<file path="src/rtl/alu_pkg.sv">
// Shared ALU definitions: divider state encoding, default operand widths and
// the divide opcode held in reserve for the ALU decoder.
package alu_pkg;

   localparam int DW_DEF = 16;
   localparam int VW_DEF = 8;

   localparam logic [3:0] OP_DIV = 4'd5;

   typedef enum logic [1:0] {
      S_IDLE = 2'd0,
      S_RUN  = 2'd1,
      S_DONE = 2'd2
   } div_state_t;

endpackage : alu_pkg

</file>
<file path="src/rtl/div_step.sv">
// One restoring-division step: shift the next dividend bit into the partial
// remainder and subtract the divisor when it fits.
module div_step #(
   parameter int VW = alu_pkg::VW_DEF
) (
   input  logic [VW-1:0] r_i,
   input  logic          bit_i,
   input  logic [VW-1:0] divisor_i,
   output logic [VW-1:0] r_o,
   output logic          q_o
);

   logic [VW:0] r_shift;

   always_comb begin
      r_shift = {r_i, bit_i};
      q_o     = (r_shift >= {1'b0, divisor_i});
      // The result is below the divisor, so the low VW bits of the
      // subtraction are exact and the carry-out bit is never needed.
      r_o     = q_o ? (r_shift[VW-1:0] - divisor_i) : r_shift[VW-1:0];
   end

endmodule : div_step

</file>
<file path="src/rtl/seq_divider.sv">
// Multi-cycle unsigned restoring divider producing one quotient bit per clock;
// divide-by-zero short-circuits straight to the result cycle.
module seq_divider
   import alu_pkg::*;
#(
   parameter int DW = DW_DEF,
   parameter int VW = VW_DEF,
   parameter int CW = 5
) (
   input  logic          clk,
   input  logic          rst,
   input  logic          start,
   input  logic [DW-1:0] dividend,
   input  logic [VW-1:0] divisor,
   output logic [DW-1:0] quotient,
   output logic [VW-1:0] remainder,
   output logic          dbz,
   output logic          busy,
   output logic          done
);

   div_state_t    state_q, state_d;
   logic [CW-1:0] count_q, count_d;
   logic [VW-1:0] r_q, r_d;
   logic [DW-1:0] q_q, q_d;
   logic [VW-1:0] divisor_q, divisor_d;
   logic [DW-1:0] quotient_q, quotient_d;
   logic [VW-1:0] remainder_q, remainder_d;
   logic          dbz_q, dbz_d;

   logic [VW-1:0] step_r;
   logic          step_q;

   div_step #(.VW(VW)) u_step (
      .r_i       (r_q),
      .bit_i     (q_q[DW-1]),
      .divisor_i (divisor_q),
      .r_o       (step_r),
      .q_o       (step_q)
   );

   always_comb begin
      // NOTE: every always_comb target gets a default first so no path can infer a latch.
      state_d     = state_q;
      count_d     = count_q;
      r_d         = r_q;
      q_d         = q_q;
      divisor_d   = divisor_q;
      quotient_d  = quotient_q;
      remainder_d = remainder_q;
      dbz_d       = dbz_q;

      unique case (state_q)
         S_IDLE: begin
            if (start) begin
               divisor_d = divisor;
               if (divisor != '0) begin
                  state_d = S_RUN;
                  count_d = CW'(DW - 1);
                  r_d     = '0;
                  q_d     = dividend;
               end else begin
                  state_d     = S_DONE;
                  quotient_d  = '1;
                  remainder_d = dividend[VW-1:0];
                  dbz_d       = 1'b1;
               end
            end
         end
         S_RUN: begin
            r_d = step_r;
            q_d = {q_q[DW-2:0], step_q};
            if (count_q == '0) begin
               state_d     = S_DONE;
               quotient_d  = {q_q[DW-2:0], step_q};
               remainder_d = step_r;
               dbz_d       = 1'b0;
            end else begin
               count_d = count_q - 1'b1;
            end
         end
         S_DONE:  state_d = S_IDLE;
         default: state_d = S_IDLE;
      endcase
   end

   // NOTE: sequential state uses non-blocking assignments so all flops sample together.
   always_ff @(posedge clk or negedge rst) begin
      if (!rst) begin
         state_q     <= S_IDLE;
         count_q     <= '0;
         r_q         <= '0;
         q_q         <= '0;
         divisor_q   <= '0;
         quotient_q  <= '0;
         remainder_q <= '0;
         dbz_q       <= 1'b0;
      end else begin
         state_q     <= state_d;
         count_q     <= count_d;
         r_q         <= r_d;
         q_q         <= q_d;
         divisor_q   <= divisor_d;
         quotient_q  <= quotient_d;
         remainder_q <= remainder_d;
         dbz_q       <= dbz_d;
      end
   end

   assign quotient  = quotient_q;
   assign remainder = remainder_q;
   assign dbz       = dbz_q;
   assign busy      = (state_q == S_RUN);
   assign done      = (state_q == S_DONE);

endmodule : seq_divider

</file>
<file path="config.mk">
export PLATFORM = sky130hd
export DESIGN_NAME = seq_divider
export DESIGN_NICKNAME = d
export VERILOG_FILES = /design/src/rtl/alu_pkg.sv /design/src/rtl/div_step.sv /design/src/rtl/seq_divider.sv
export SDC_FILE = /design/constraint.sdc
export NUM_CORES = 1
export LEC_CHECK = 0
export CAP_MARGIN = 5
export CORE_MARGIN = 2
export CORE_UTILIZATION = 53
export CTS_CLUSTER_DIAMETER = 200
export DETAILED_ROUTE_END_ITERATION = 10
export GPL_TIMING_DRIVEN = 0
export PLACE_DENSITY = 0.81
export RECOVER_POWER = 25
export SKIP_CTS_REPAIR_TIMING = 1
export SLEW_MARGIN = 20
export SYNTH_ARGS = -nofsm -noshare
export SYNTH_HDL_FRONTEND = slang
export SYNTH_SLANG_ARGS = --single-unit
export TNS_END_PERCENT = 10
</file>
<file path="constraint.sdc">
create_clock -name clk -period 2.51 [get_ports clk]
set_input_delay 0.502 -clock clk [delete_from_list [all_inputs] [get_ports clk]]
set_output_delay 0.502 -clock clk [all_outputs]
set_load 0.02 [all_outputs]
</file>
==> results of run 1 <==
==> sequential cells by signal, indices dropped and copies added, names as in the netlist <==
signal     count
q_q           16
quotient      16
divisor_q      8
r_q            8
remainder      8
count_q        5
state_q        2
dbz            1
==> layout make-up <==
cell class	instances	area [sq um]
fillers	458	1810
flip-flops and latches	64	1600
multi-input cells	235	1470
repair buffers	54	532
clock buffers	10	138
clock inverters	6	115
plain buffers	15	98.8
well taps	75	93.8
inverters	15	56.3
==> cell usage after synthesis (5+ instances only) <==
library cell / instances / area, sq um
dfrtp_1: 64 / 1600
nand2_1: 55 / 206
nor2_1: 38 / 143
a31oi_1: 18 / 113
o21ai_0: 16 / 80.1
a21oi_1: 14 / 70.1
inv_1: 14 / 52.6
o22a_1: 11 / 96.3
ha_1: 10 / 125
nand3_1: 8 / 40.0
a21oi_2: 7 / 61.3
xor2_1: 6 / 52.6
clkbuf_1: 5 / 18.8
==> critical path, stage by stage (launching register included) <==
cell	delay, ps
dfrtp_1	470
nand2b_2	220
buf_6	150
inv_2	130
buf_2	240
dlymetal6s2s_1	260
==> worst max path at each step <==
stage | from | endpoint | slack [ps]
2_1_floorplan | r_q[5] | remainder[4] | 560
3_3_place_gp | rst | quotient[12] | -1130
3_5_place_dp | divisor[0] | q_q[2] | 10
4_1_cts | state_q[1] | busy | -180
5_1_grt | state_q[1] | busy | 100
6_report | state_q[1] | busy | 190
==> power groups by stage <==
| stage | logic, uW | registers, uW | clock network (uW) |
|---|---|---|---|
| 2_1_floorplan | 2130 | 2070 | 0 |
| 3_3_place_gp | 3260 | 1890 | 0 |
| 3_5_place_dp | 3370 | 1900 | 0 |
| 4_1_cts | 3420 | 1900 | 1120 |
| 5_1_grt | 3790 | 1950 | 1170 |
| 6_report | 3410 | 1900 | 1120 |
==> kinds of logic after synthesis <==
logic type      Yosys count  synth area share, %
compound gates           88                 19.2
xor+xnor                  6                 1.63
fa+ha+maj                11                 4.49
buf+inv                  30                 4.80
flops                    64                 49.6
mux                       7                 2.71
simple gates            123                 17.5
==> through the flow <==
stage / hold WS (ps) / total power [uW] / std cells / setup slack, ps
2_1_floorplan: 206 / 4200 / 329 / 564
6_report: 329 / 6430 / 474 / 192
3_5_place_dp: 411 / 5280 / 458 / 10.4
3_3_place_gp: 466 / 5150 / 457 / -1130
5_1_grt: 440 / 6900 / 474 / 97.1
4_1_cts: 44.0 / 6430 / 474 / -181
==> layer usage <==
layer	routed length [um]	GRT usage [%]
met5	0	0
met4	134	9.33
met3	498	6.26
met2	3750	40.5
met1	3410	33.9
==> flow_summary.yaml, run 1 <==
outcome:
  status: "finished, final reports clean"
min_path:
  hp-class: "in -> async"
worst_setup_path:
  regToRegSetupSlack_ps: 290
  crit_fanout: 10
  startpoint_type: "flop"
  arrival_ps: 1820
  end_kind: "output pin"
  r2r-end: "remainder[1]"
  r2r_cells: 7
  r2r_start: "r_q[5]"
  crit_type: "reg -> out"
  required_ps: 2010
global_routing:
  antenna_found_initial: 0
  grt-ovfl-total: 0
  track_usage_pct: 25.4
  grt_pass1_vias: 2715
  grt_pass1_wl_mm: 12.8
  grt_max_degree: 46
floorplanning:
  rows: 28
  die_w_um: 82.1
  start_util_pct: 54.6
  core_area_sq_um: 5920
  dieArea_sq_um: 6740
  num_io_pins: 54
  die_y_um: 82.1
power_and_ir_drop:
  intPower_uw: 3730
  p_leak_uw: 0.00176
  peakVddDrop_mv: 0.829
  power_switching_uw: 2690
  clock_power_share_pct: 17.4
  powerDensity_nw_per_um2: 1560
  p_seq_share_pct: 29.6
  combPwrFrac_pct: 53.1
  p_sw_share_pct: 41.9
layout:
  diodes: 0
  final_cell_area_sq_um: 4110
  drive_above_1_share_pct: 13.0
  area_growth_pct: 27.2
  mostFrequentLayoutCells: "64 x dfrtp_1, 55 x nand2_1, 51 x clkdlybuf4s50_1"
  fin_nets: 432
  final_core_util_pct: 69.4
  mostFrequentLayoutCell: "dfrtp_1"
synth:
  synth_edf_count: 0
  synth-seq-cells: 64
  ys_async_sr_fraction_pct: 100
  synth_cells: 329
  ys.flop_type: "dfrtp_1"
  synth_seq_area_share_pct: 49.6
  synth_cell_types: 48
  yosysWarningCount: 0
  avgSynthCellArea_sq_um: 9.82
  syn-num-nets: 367
  syn-cell-area_sq_um: 3230
clocking:
  clockBufferDepth: 2
  cts-root-buf: "clkbuf_8"
  cts_inserted_buffers: 9
  htreeDepth: 3
  insertion_delay_ps: 340
  tritoncts: "built"
  cts.sinks: 64
  path_clk_slew_ps: 80
place:
  placed_area_sq_um: 3880
  port_buffers: 53
  gp_congestion: 0.886
  dp_hpwl_mm: 5.59
detailed_routing:
  ant_nets: 0
  drt-total-wl_mm: 7.80
  drc: 0
  vias: 2736
  vias_per_cell: 5.77
  drt-initial-drc-count: 178
  drt-pass1-iter-count: 4
  routedWlPerCell_um: 16.4
timing:
  finalMaxSlewViolations: 0
  skew_ps: 9.39
  hold_viol: 0
  rsz0062_at_grt: "false"
  timing.setup.tns_ps: 0
  max_freq_mhz: 431
  worstMarginPinSlew_ps: 1080
  slew_headroom_pct: 28.0
  period_share_pct: 92.3
  layout_min_cycle_time_ps: 2320
  setup_viol: 0
flow_run:
  cap_violations: 0
No activity file was read; power rests on OpenSTA's default activity.
==> inputs of run 2 (changes only) <==
--- a/config.mk
+++ b/config.mk
@@ -9,6 +9,7 @@
 export CORE_MARGIN = 2
 export CORE_UTILIZATION = 53
 export CTS_CLUSTER_DIAMETER = 200
+export CTS_CLUSTER_SIZE = 24
 export DETAILED_ROUTE_END_ITERATION = 10
 export GPL_TIMING_DRIVEN = 0
 export PLACE_DENSITY = 0.81
==> results of run 2 <==
The final DEF is identical to that of run 1; final timing and power are the same.
